### src/rtl/imem_loader_pkg.sv
// Shared types and constants for the IMEM boot loader.
package imem_loader_pkg;

  localparam int unsigned WORD_BYTES = 4;
  localparam int unsigned ADDR_W     = 64;
  localparam int unsigned DATA_W     = 32;

  typedef enum logic [2:0] {
    StIdle,
    StRecv,
    StWrite,
    StChk,
    StDone
  } state_e;

  // Byte address of word idx; wraps mod 2^64.
  function automatic logic [ADDR_W-1:0] word_addr(input logic [ADDR_W-1:0] base,
                                                   input logic [31:0]       idx);
    return base + ADDR_W'({idx, 2'b00});
  endfunction

endpackage

### src/rtl/imem_loader_byte_packer.sv
// Assembles four stream bytes into a little-endian word; word_valid_o marks the byte-3 handshake.
module imem_loader_byte_packer
  import imem_loader_pkg::*;
(
  input  logic              clk,
  input  logic              rst_n,
  input  logic              clear_i,
  input  logic              byte_valid_i,
  input  logic [7:0]        byte_i,
  output logic [DATA_W-1:0] word_o,
  output logic              word_valid_o
);

  logic [1:0]        byte_idx_q, byte_idx_d;
  logic [DATA_W-1:0] lanes_q, lanes_d;

  always_comb begin
    lanes_d    = lanes_q;
    byte_idx_d = byte_idx_q;
    if (clear_i) begin
      lanes_d    = '0;
      byte_idx_d = 2'd0;
    end else if (byte_valid_i) begin
      lanes_d[{byte_idx_q, 3'b000} +: 8] = byte_i;
      byte_idx_d                         = byte_idx_q + 2'd1;
    end
  end

  // The word includes the byte arriving this cycle so the consumer can latch it on the edge.
  assign word_o       = lanes_d;
  assign word_valid_o = byte_valid_i && !clear_i && (byte_idx_q == 2'd3);

  always_ff @(posedge clk or negedge rst_n) begin
    if (!rst_n) begin
      lanes_q    <= '0;
      byte_idx_q <= 2'd0;
    end else begin
      lanes_q    <= lanes_d;
      byte_idx_q <= byte_idx_d;
    end
  end

endmodule

### src/rtl/imem_loader.sv
// Boot loader: receives a byte stream, writes little-endian words to IMEM from BASE_ADDR upward.
// Define IMEM_LOADER_CHECKSUM_EN to require a trailing XOR checksum word after the image.
module imem_loader
  import imem_loader_pkg::*;
#(
  parameter int unsigned       DEPTH     = 1024,
  parameter logic [ADDR_W-1:0] BASE_ADDR = 64'h0
) (
  input  logic              clk,
  input  logic              rst_n,
  input  logic              start,
  input  logic [31:0]       word_count,
  input  logic              in_valid,
  input  logic [7:0]        in_data,
  output logic              in_ready,
  output logic              imem_we,
  output logic [ADDR_W-1:0] imem_addr,
  output logic [DATA_W-1:0] imem_wdata,
  output logic              busy,
  output logic              done,
  output logic              err
);

  state_e            state_q, state_d;
  logic [31:0]       count_q, count_d;
  logic [31:0]       word_idx_q, word_idx_d;
  logic [ADDR_W-1:0] addr_q, addr_d;
  logic [DATA_W-1:0] wdata_q, wdata_d;
  logic              in_ready_q, we_q, busy_q, done_q, err_q, err_d;
  logic              hs, pk_clear, pk_word_valid;
  logic [DATA_W-1:0] pk_word;
`ifdef IMEM_LOADER_CHECKSUM_EN
  logic [DATA_W-1:0] xor_q, xor_d;
`endif

  assign hs = in_valid && in_ready_q;

  imem_loader_byte_packer u_packer (
    .clk          (clk),
    .rst_n        (rst_n),
    .clear_i      (pk_clear),
    .byte_valid_i (hs),
    .byte_i       (in_data),
    .word_o       (pk_word),
    .word_valid_o (pk_word_valid)
  );

  always_comb begin
    state_d    = state_q;
    count_d    = count_q;
    word_idx_d = word_idx_q;
    addr_d     = addr_q;
    wdata_d    = wdata_q;
    err_d      = 1'b0;
    pk_clear   = 1'b0;
`ifdef IMEM_LOADER_CHECKSUM_EN
    xor_d      = xor_q;
`endif
    unique case (state_q)
      StIdle: begin
        if (start) begin
          if (word_count == 32'd0 || word_count > 32'(DEPTH)) begin
            state_d = StDone;
            err_d   = 1'b1;
          end else begin
            count_d    = word_count;
            word_idx_d = 32'd0;
            pk_clear   = 1'b1;
            state_d    = StRecv;
`ifdef IMEM_LOADER_CHECKSUM_EN
            xor_d      = '0;
`endif
          end
        end
      end
      StRecv: begin
        if (pk_word_valid) begin
          wdata_d = pk_word;
          addr_d  = word_addr(BASE_ADDR, word_idx_q);
          state_d = StWrite;
        end
      end
      StWrite: begin
        word_idx_d = word_idx_q + 32'd1;
`ifdef IMEM_LOADER_CHECKSUM_EN
        xor_d   = xor_q ^ wdata_q;
        state_d = (word_idx_q + 32'd1 == count_q) ? StChk : StRecv;
`else
        state_d = (word_idx_q + 32'd1 == count_q) ? StDone : StRecv;
`endif
      end
`ifdef IMEM_LOADER_CHECKSUM_EN
      StChk: begin
        if (pk_word_valid) begin
          state_d = StDone;
          err_d   = (pk_word != xor_q);
        end
      end
`endif
      StDone:  state_d = StIdle;
      default: state_d = StIdle;
    endcase
  end

  // Outputs are registered from the next state so they line up with the state they describe.
  always_ff @(posedge clk or negedge rst_n) begin
    if (!rst_n) begin
      state_q    <= StIdle;
      count_q    <= '0;
      word_idx_q <= '0;
      addr_q     <= BASE_ADDR;
      wdata_q    <= '0;
      in_ready_q <= 1'b0;
      we_q       <= 1'b0;
      busy_q     <= 1'b0;
      done_q     <= 1'b0;
      err_q      <= 1'b0;
`ifdef IMEM_LOADER_CHECKSUM_EN
      xor_q      <= '0;
`endif
    end else begin
      state_q    <= state_d;
      count_q    <= count_d;
      word_idx_q <= word_idx_d;
      addr_q     <= addr_d;
      wdata_q    <= wdata_d;
      in_ready_q <= (state_d == StRecv) || (state_d == StChk);
      we_q       <= (state_d == StWrite);
      busy_q     <= (state_d == StRecv) || (state_d == StWrite) || (state_d == StChk);
      done_q     <= (state_d == StDone);
      err_q      <= err_d;
`ifdef IMEM_LOADER_CHECKSUM_EN
      xor_q      <= xor_d;
`endif
    end
  end

  assign in_ready   = in_ready_q;
  assign imem_we    = we_q;
  assign imem_addr  = addr_q;
  assign imem_wdata = wdata_q;
  assign busy       = busy_q;
  assign done       = done_q;
  assign err        = err_q;

endmodule

### config.mk
export PLATFORM = sky130hd
export DESIGN_NAME = imem_loader
export DESIGN_NICKNAME = d
export VERILOG_FILES = /design/src/rtl/imem_loader_pkg.sv /design/src/rtl/imem_loader_byte_packer.sv /design/src/rtl/imem_loader.sv
export SDC_FILE = /design/constraint.sdc
export NUM_CORES = 1
export LEC_CHECK = 0
export BUFFER_PORTS_ARGS = -buffer_cell sky130_fd_sc_hd__buf_2
export CORE_MARGIN = 2
export CORE_UTILIZATION = 55
export DETAILED_ROUTE_END_ITERATION = 12
export GPL_ROUTABILITY_DRIVEN = 0
export PLACE_DENSITY = 0.78
export SLEW_MARGIN = 20
export SYNTH_ARGS = -nofsm -noshare
export SYNTH_HDL_FRONTEND = slang
export SYNTH_SLANG_ARGS = --single-unit
### constraint.sdc
create_clock -name clk -period 3.2 [get_ports clk]
set_input_delay 0.16 -clock clk [delete_from_list [all_inputs] [get_ports clk]]
set_output_delay 0.16 -clock clk [all_outputs]
set_load 0.01 [all_outputs]
* After elaboration in Yosys (flattened, before gate mapping)
Cells that the tools add are included.
** Word-level totals
- Register bits :: 170
- Logic and storage cells :: 63
- Output and inout bits :: 101
- Bits of input ports :: 44
** Operators by class
- $add $sub $neg :: 3
- Equal/unequal tests :: 10
- Reduce and logical (&&, ||, !) cells :: 15
- Multiplexer cells :: 19
- Shifts and indexed selects :: 2
- Bitwise gates (word level) :: 1
- Order comparisons :: 1
** Operator list (count)
- 32-bit two-way mux :: 4
- 32-bit case mux with 2 select lines :: 1
- 32-bit by 1-bit adder with 32-bit output, second input constant :: 1
- 32-bit bitwise mux :: 1
- 32-bit equality test :: 1
- 32-bit by 11-bit greater-than comparator with 1-bit output, second input constant :: 1
- 32-bit logical NOT :: 1
- 8-bit by 7-bit variable shift with 32-bit output, first input constant :: 1
- 8-bit by 7-bit variable part select with 32-bit output :: 1
- 3-bit two-way mux :: 4
- 3-bit by 2-bit equality test with 1-bit output, second input constant :: 3
- 3-bit case mux with 3 select lines :: 1
- 5-bit negation with 7-bit output :: 1
- 3-bit by 1-bit equality test with 1-bit output, second input constant :: 2
- 1-bit two-way mux :: 6
- 3-bit AND reduction :: 2
- 1-bit logical OR :: 4
- 2-bit two-way mux :: 2
- 2-bit inequality test, second input constant :: 2
- 2-bit nonzero test :: 2
- 3-bit equality test, second input constant :: 1
- 1-bit logical AND :: 3
- 3-bit logical NOT :: 1
- 2-bit by 1-bit adder with 2-bit output, second input constant :: 1
- 4 further kinds :: 4

* Logic depth before layout (Yosys ltp)
Gate-level depths: netlist of the first run.
- Word-level depth :: 13
- Depth in mapped cells :: 9
- Mapped depth without buffers :: 8

* Hierarchy
From an unflattened synthesis of the first run, not the netlist that was laid out.
** Second synthesis, totals
- Cells, all modules :: 753
- Area total of the unflattened synthesis :: 8435.6 um^2
** Modules (own cells, without submodules)
- imem_loader :: times used 1, sequential area each 3403.3 um^2, area an instance 6854.1 um^2, cells an instance 640
- imem_loader_byte_packer :: times used 1, sequential area each 850.8 um^2, area an instance 1581.5 um^2, cells an instance 113

* Worst setup path after synthesis of the first run
OpenSTA, ideal clock, no wires.
- Path kind :: register -> register
- Start point :: register word_idx_q[1]
- End point :: register busy_q (netlist: busy)
- Arrival :: 2.471 ns
- Clock period less this slack :: 2.603 ns
- Setup slack :: 0.597 ns
- Library setup time :: 0.133 ns
- Cell stages (with the launch flop) :: 9
- Cell sequence :: dfrtp_1 > ha_1 > nand3_2 > nor3_2 > and2_2 > o221ai_2 > or4_4 > o41ai_4 > nand2_1
** Between the ends
- Word-level cells in the longest chain between the ends :: 7
- Elaborated cells on any way between the ends :: 9
- Classes of those cells :: add/sub (1); eq/ne (4); mux (2); reduce/logical (2)
** Ends and longest elaborated chain
- start: declaration :: line imem_loader.sv:26 : logic [31:0] word_idx_q, word_idx_d;
- start signal: assignment :: line imem_loader.sv:124 : word_idx_q <= word_idx_d;
- 32-bit by 1-bit adder with 32-bit output * :: line imem_loader.sv:89 : state_d = (word_idx_q + 32'd1 == count_q) ? StDone : StRecv;
- 32-bit equality test * :: line imem_loader.sv:89
- 3-bit two-way mux * :: line imem_loader.sv:89
- 3-bit case mux with 3 select lines * :: line imem_loader.sv:59 : unique case (state_q)
- 3-bit by 1-bit equality test with 1-bit output or 3-bit by 2-bit equality test with 1-bit output (tied branches) :: line imem_loader.sv:129 : busy_q <= (state_d == StRecv) || (state_d == StWrite) || (state_d == StChk);
- 1-bit logical OR :: line imem_loader.sv:129
- 1-bit logical OR * :: line imem_loader.sv:129
- end signal: assignment :: line imem_loader.sv:129
- end: declaration :: line imem_loader.sv:29 : logic in_ready_q, we_q, busy_q, done_q, err_q, err_d;
Every way passes the cells marked *; elsewhere a longest branch is shown, timed or not.
A chain may end at the register's enable or synchronous reset.

* Final worst setup path of the first run
- Start point :: register word_idx_q[0]
- End point :: register state_q[0]
** Between the ends
- Word-level cells in the longest chain between the ends :: 4
** Ends and longest elaborated chain
- 32-bit by 1-bit adder with 32-bit output :: line imem_loader.sv:89
- 32-bit equality test :: line imem_loader.sv:89
- 3-bit two-way mux :: line imem_loader.sv:89
- 3-bit case mux with 3 select lines :: line imem_loader.sv:59
- named net state_d[0] :: line imem_loader.sv:24 : state_e state_q, state_d;
- end signal: assignment :: line imem_loader.sv:108 : state_q <= StIdle;
- end signal: assignment :: line imem_loader.sv:122 : state_q <= state_d;
- end: declaration :: line imem_loader.sv:24
The timed path passes the listed nets, and every way through them passes these cells.

==> results.md, run 1 <==
- Status: finished clean
- H-tree levels: 4
- GRT Util Overall: approximately a quarter
- RSZ-0062 raised after global routing: no
- Final nets: approximately 1100
- Startpoint class of the critical path: flop
- Synth Area in Adders: 0.885%
- Seq/Total Area, Yosys: between 50% and 60%
- Min-Delay Path Class: in -> reg
- CP Max Fanout: 8
- Clock Skews: between 10 and 15 ps
- Post-synth EDFFs: 0
- # rows: 45
- Power Dens Cells: around 540 nW/um^2
- FF-to-FF setup slack: between 200 and 300 ps
- Main combinational cell family by area after synthesis: simple AND/OR/NAND/NOR gates
- Peak supply drop: 0.000417 V
- Synthesis-stage register bit count: 170
- Asr flop ratio synth: 100%
- Unique cell type count in the Yosys netlist: between 70 and 80
- Clock Latency Late Sink: about 440 ps
- Layout cells sized above 1: about a fifth
- Remaining Overflow, GRT: 0
- Mapped Area: approximately 8500 um^2
- Worst-path clk slew: roughly 70 ps
- Post-DP HPWL: about 14 mm
- Die Wd: about 130 um
- Max Clock Freq: ~340 MHz
- Slew @ Worst Pin: around 1000 ps
- Synth Area in Compound Gates: 13.9%
- Setup bufs post-CTS: 0
- Initial Util: 56.0%
- # Max-Cap Violations: 0
- Die Span Y: approximately 130 um
- DP Cell Count: ~1200
- Vias per inst: 5.80
- Critical Path Slowest Stage Cell: dfrtp_1
- Crit path DAT: 3230 ps
- Period utilization: around nine tenths
- Diodes inserted: 0
- Clock sinks: 170
- I/O Buffers: between 100 and 150
- Drt wl/cell: approximately 17 um
- Finish-stage setup viols: 0
- Yosys warns: 0
- Syn Inst Count: between 900 and 1000
- Clock buffer count from CTS: 17
- Initial antenna violation count: 0
- Syn Area/Cell: 9.39 um^2
- Simple-Gate Fraction of Synth Area: around 24%
- Die area: between 15000 and 20000 um^2
- Area Overhead vs Synth: 15.0%
- Post-DRT Antenna Nets: 0
- Post-synthesis mux area share: less than 1%
- I/O pins: between 100 and 150
- Leak pwr: approximately 0.0048 uW
- Cell Count, Final, Fillers Out: 1204
- Vias in the first global route: 6724
- First-pass GRT wire length: 34.1 mm
- TNS Setup: 0 ps
- Slew Viols, Final: 0
- Critical path required time: around 3500 ps
- Crit end category: flop
- Largest net degree at the start of global routing: approximately 70
- Detailed-route via count: about 7000
- Core area: around 15000 um^2
- CTS root buffer: clkbuf_16
- Xor/xnor share of the synthesized area: between 3 and 4%
- Worst Path Buf+Inv: 1
- Fin. Hold Viols: 0
- Number of fill cells: between 1000 and 1500
- Top_reg_cell synth: dfrtp_1
- Clock buffer depth: 2
- DRC: 0
- Drt pass-1 iters: 5
- Delay-heaviest family, CP: compound AO/OA/AOI/OAI gates
- DRT Wirelength: slightly above 20 mm
- CTS tree: built
- Slew headroom: 33.4%
- CP Cell Sequence: ha_2, nand3_2, nor3_2, buf_4, nand4_1, a32oi_1, o2111ai_4, o41ai_4, nand2_1
- Tmin final: between 2000 and 3000 ps
- CP max stage delay: between 500 and 600 ps
- 1st-iter DRT viols: slightly above 800
- Critical path type: reg -> reg
==> flip-flops by register name (all words and copies together), names as in the netlist <==
signal               flops
busy                     1
word_idx_q              32
u_packer.lanes_q        32
u_packer.byte_idx_q      2
err                      1
imem_we                  1
done                     1
count_q                 32
in_ready                 1
state_q                  3
imem_wdata              32
imem_addr               32
==> cell type report <==
class / count / area (um^2) / area share, %
sequential: 170 / 4250 / 43.6
multi-input combinational: 660 / 3760 / 38.6
timing repair buffer: 144 / 862 / 8.84
clock buffer: 17 / 425 / 4.36
tap: 188 / 235 / 2.41
clock inverter: 15 / 175 / 1.80
inverter: 10 / 37.5 / 0.385
==> worst paths after layout <==
| kind | start | endpoint | cells after the start |
|---|---|---|---|
| min | in_valid | u_packer.byte_idx_q[1] | 3 |
| min in group asynchronous | rst_n | imem_addr[22] | 2 |
| max in group asynchronous | rst_n | count_q[4] | 3 |
| min reg2reg | imem_addr[27] | imem_addr[27] | 2 |
| max reg2reg | word_idx_q[0] | state_q[0] | 9 |
| max | word_idx_q[0] | state_q[0] | 9 |
==> layout by cell type (no fill, tap or decap), types with 7 or more instances in the layout <==
master	synthesis	layout
clkbuf_16	0	17
a31oi_1	11	11
nand3_1	26	26
o31ai_1	9	9
nor4_1	14	14
o21ai_0	61	61
conb_1	1	32
inv_1	10	10
dlygate4sd3_1	0	12
and2_1	27	27
nor3_1	8	8
nand2_1	178	178
dfrtp_1	170	170
nor4b_1	7	7
nand4_1	19	19
a22oi_1	32	32
o21ai_1	22	22
and3_1	8	8
xor2_1	13	13
buf_2	14	111
nor2_1	65	65
nand2b_1	7	7
a21oi_1	13	13
xnor2_1	20	20
buf_4	38	18
==> kinds of logic after synthesis <==
kind of cell / Yosys count
buffers and inverters: 104
AO/OA/AOI/OAI: 179
other: 1
AND/OR/NAND/NOR: 407
multiplexers: 2
adder cells (fa/ha/maj): 6
flip-flops: 170
XOR/XNOR: 34
==> synthesized netlist by cell type, drive strengths merged (2+ instances only) <==
master,count,area [um^2]
or3,2,12.5
o2111ai,3,43.8
nor3,11,70.1
nor4,17,125
xor2,13,114
inv,10,37.5
nor3b,5,37.5
o211ai,3,22.5
xnor2,20,175
nand3b,3,22.5
nor4b,7,61.3
o31a,2,17.5
and3,9,57.6
buf,58,415
a31oi,11,68.8
and4,5,43.8
or4,5,48.8
nor2,66,250
nand3,28,150
or2,2,12.5
dfrtp,170,4250
nor2b,5,31.3
o31ai,9,67.6
mux2i,2,20.0
ha,6,75.1
a211oi,5,42.5
nand4,22,174
o21ai,83,415
a22oi,32,240
nand2b,7,43.8
clkbuf,35,135
nand2,179,674
and2,29,184
o41ai,5,62.6
a21o,2,15.0
a21oi,13,65.1
==> power by group <==
group | leakage [uW] | internal, uW | switching (uW)
Sequential | 0.00218 | 2240 | 89.2
Clock | 0.000282 | 1050 | 986
Combinational | 0.00238 | 369 | 574
==> worst reg2reg max path, delay by kind of cell (launching register included) <==
kind,cells,cell delay [ps]
flops,1,520
fa+ha+maj,1,320
buf+inv,1,180
simple gates,4,750
compound gates,3,1030
==> stage by stage <==
stage / hold WS [ps] / instance area, um^2 / util (%) / setup WS, ps / power (uW)
3_5_place_dp: 185 / 9020 / 59.6 / 182 / 3270
2_1_floorplan: -136 / 8600 / - / 597 / 3020
5_1_grt: 35.2 / 9750 / 64.4 / 45.7 / 5550
4_1_cts: 19.6 / 9750 / 64.3 / 191 / 5320
3_3_place_gp: 183 / 9020 / 59.6 / 320 / 3260
6_report: 29.0 / 9750 / 64.4 / 278 / 5310
==> layer usage <==
metal / wire length [um] / GRT usage (%)
met3: 1360 / 5.63
met2: 9740 / 41.7
met4: 384 / 8.92
met1: 9110 / 36.4
met5: 0 / 0
==> repair_timing <==
action | in CTS | in global routing
endpoints found under the setup margin | 0 | 4
hold buffers | 12 | 0
endpoints found under the hold margin | 74 | 0
gates resized for setup | 0 | 2
(Power assumes the default switching activity.)
==> inputs of run 2 (changes only) <==
--- a/config.mk
+++ b/config.mk
@@ -6,6 +6,7 @@
 export NUM_CORES = 1
 export LEC_CHECK = 0
 export BUFFER_PORTS_ARGS = -buffer_cell sky130_fd_sc_hd__buf_2
+export CORE_ASPECT_RATIO = 1.5
 export CORE_MARGIN = 2
 export CORE_UTILIZATION = 55
 export DETAILED_ROUTE_END_ITERATION = 12
==> run 2 against run 1 <==
  * Cell count increased by 1.5%
  * Register-to-register slack worse by 50 ps
  * Clock skew fell by 4.5 ps
  * Hold slack improved by 72 ps
  * Combinational power up 3.9%
  * First-iteration DRC count decreased by 51%
  * Sequential share of layout area is 0.33 points lower
  * Flip-flop and latch count unchanged
  * Largest power group unchanged
==> results.md, run 2 (same netlist as run 1, synthesis figures left out) <==
- Die area: between 15000 and 20000 um^2
- Setup bufs post-CTS: 0
- Crit path DAT: between 3000 and 4000 ps
- Die Span Y: 156 um
- Startpoint class of the critical path: flop
- Slew headroom: between 30 and 40%
- Critical path type: reg -> reg
- Crit end category: flop
- Tmin final: between 2000 and 3000 ps
- # Max-Cap Violations: 0
- Vias per inst: between 5 and 6
- Power Dens Cells: approximately 550 nW/um^2
- I/O pins: ~150
- Status: finished clean
- CP max stage delay: around 480 ps
- Layout cells sized above 1: between 10% and 20%
- Commonest cells after routing, fill and taps aside: nand2_1, dfrtp_1, buf_2
- Delay-heaviest family, CP: simple AND/OR/NAND/NOR gates
- Post-DRT Antenna Nets: 0
- Final nets: roughly 1100
- Clock Latency Late Sink: between 400 and 500 ps
- DP Cell Count: ~1200
- Largest net degree at the start of global routing: between 100 and 150
- Die Wd: 105 um
- Leak pwr: approximately 0.0049 uW
- R2R depth: 9
- Critical Path Slowest Stage Cell: dfrtp_1
- Hold_sp: in_valid
- Worst-path clk slew: ~70 ps
- Min-Delay Path Class: in -> reg
- Clock buffer count from CTS: 17
- Initial Util: 56.3%
- Clock Skews: ~8.4 ps
- 1st-iter DRT viols: between 400 and 500
- Initial antenna violation count: 0
- Post-DP HPWL: 14.6 mm
- H-tree levels: 4
- # rows: between 50 and 60
- Worst hold endpoint: u_packer.byte_idx_q[1]
- Slew Viols, Final: 0
- CTS root buffer: clkbuf_16
- Area Overhead vs Synth: 15.9%
- GRT Util Overall: roughly 27%
- Core area: 15100 um^2
- First-pass GRT wire length: 35.1 mm
- FF-to-FF setup slack: about 230 ps
- Finish-stage setup viols: 0
- Reg2reg end: busy
- Period utilization: ~93%
- RSZ-0062 raised after global routing: no
- CTS-repair resized insts: 0
- DRC: 0
- Drt pass-1 iters: 5
- Max Clock Freq: 336 MHz
- Hold depth: 3
- Clock sinks: 170
- Fin. Hold Viols: 0
- DRT Wirelength: 21.3 mm
- Clock buffer depth: 2
- Most common cell after layout, fill and taps aside: nand2_1
- Worst Path Buf+Inv: 1
- Drt wl/cell: 17.4 um
- Detailed-route via count: approximately 7100
- Critical R2R Launch: word_idx_q[1]
- Peak supply drop: around 0.00038 V
- TNS Setup: 0 ps
- Slew @ Worst Pin: 1010 ps
- Remaining Overflow, GRT: 0
- Critical path required time: approximately 3500 ps
- Cell Count, Final, Fillers Out: 1222
- CP Cell Sequence: ha_1, and3_1, nand4_1, xnor2_1, nor4_1, buf_4, o2111ai_4, o41ai_4, nand2_1
- Vias in the first global route: 6870
- CP Max Fanout: 7
- CTS tree: built
- Diodes inserted: 0
- I/O Buffers: around 110
[run 2: cell count changes in the layout (fill, tap and decap cells not counted), sizes merged]
cell	previous run	this run
clkinv	6	3
clkinvlp	3	1
buf	132	139
clkbuf	17	18
bufinv	0	3
inv	16	17
[run 2: per-stage QoR]
step	hold WS, ps	instance area [um^2]	util, %	total power, uW	setup WS, ps
floorplan	-136	8600	-	3020	597
global placement	256	9100	60.4	3280	361
detailed placement	257	9100	60.4	3300	231
CTS	93.5	9830	65.2	5460	231
global route	120	9830	65.2	5680	60.0
finish	101	9830	65.2	5450	226
[run 2: where the power goes]
| group | total (uW) | switching, uW | internal, uW |
|---|---|---|---|
| combinational | 980 | 593 | 386 |
| sequential | 2320 | 86.2 | 2240 |
| clock | 2140 | 896 | 1250 |
[run 2: how the worst max path moves through the flow]
stage,end,depth (start not counted),slack [ps],from
6_report,busy,9,230,word_idx_q[1]
2_1_floorplan,busy,8,600,word_idx_q[1]
4_1_cts,busy,9,230,word_idx_q[1]
5_1_grt,busy,9,60,word_idx_q[1]
3_3_place_gp,in_ready,9,360,word_idx_q[1]
3_5_place_dp,in_ready,9,230,word_idx_q[1]
[run 2: cell type report]
class	count	area, um^2
Clock buffer	18	429
Clock inverter	14	180
Fill cell	1246	5240
Inverter	10	37.5
Multi-Input combinational cell	660	3750
Sequential cell	170	4250
Tap cell	199	249
Timing Repair Buffer	151	927
[run 2: worst reg2reg max path: cells and delay by family (launching register included)]
kind	cells	cell delay [ps]
compound gates	2	570
xor+xnor	1	180
fa+ha+maj	1	350
buf+inv	1	200
flops	1	480
simple gates	4	1070
[run 2: repair_timing]
item	4_1_cts	5_1_grt
hold buffers	12	0
endpoints found under the hold margin	91	0
setup endpoints to repair	0	0
[run 2: routing by layer]
metal | track usage [%] | share of wire, % | up-vias
li1 | - | - | 3291
met1 | 31.6 | 38 | 3412
met2 | 46.5 | 51 | 280
met3 | 5.14 | 5.6 | 71
met4 | 14.2 | 4.7 | 0
met5 | 0 | 0 | -
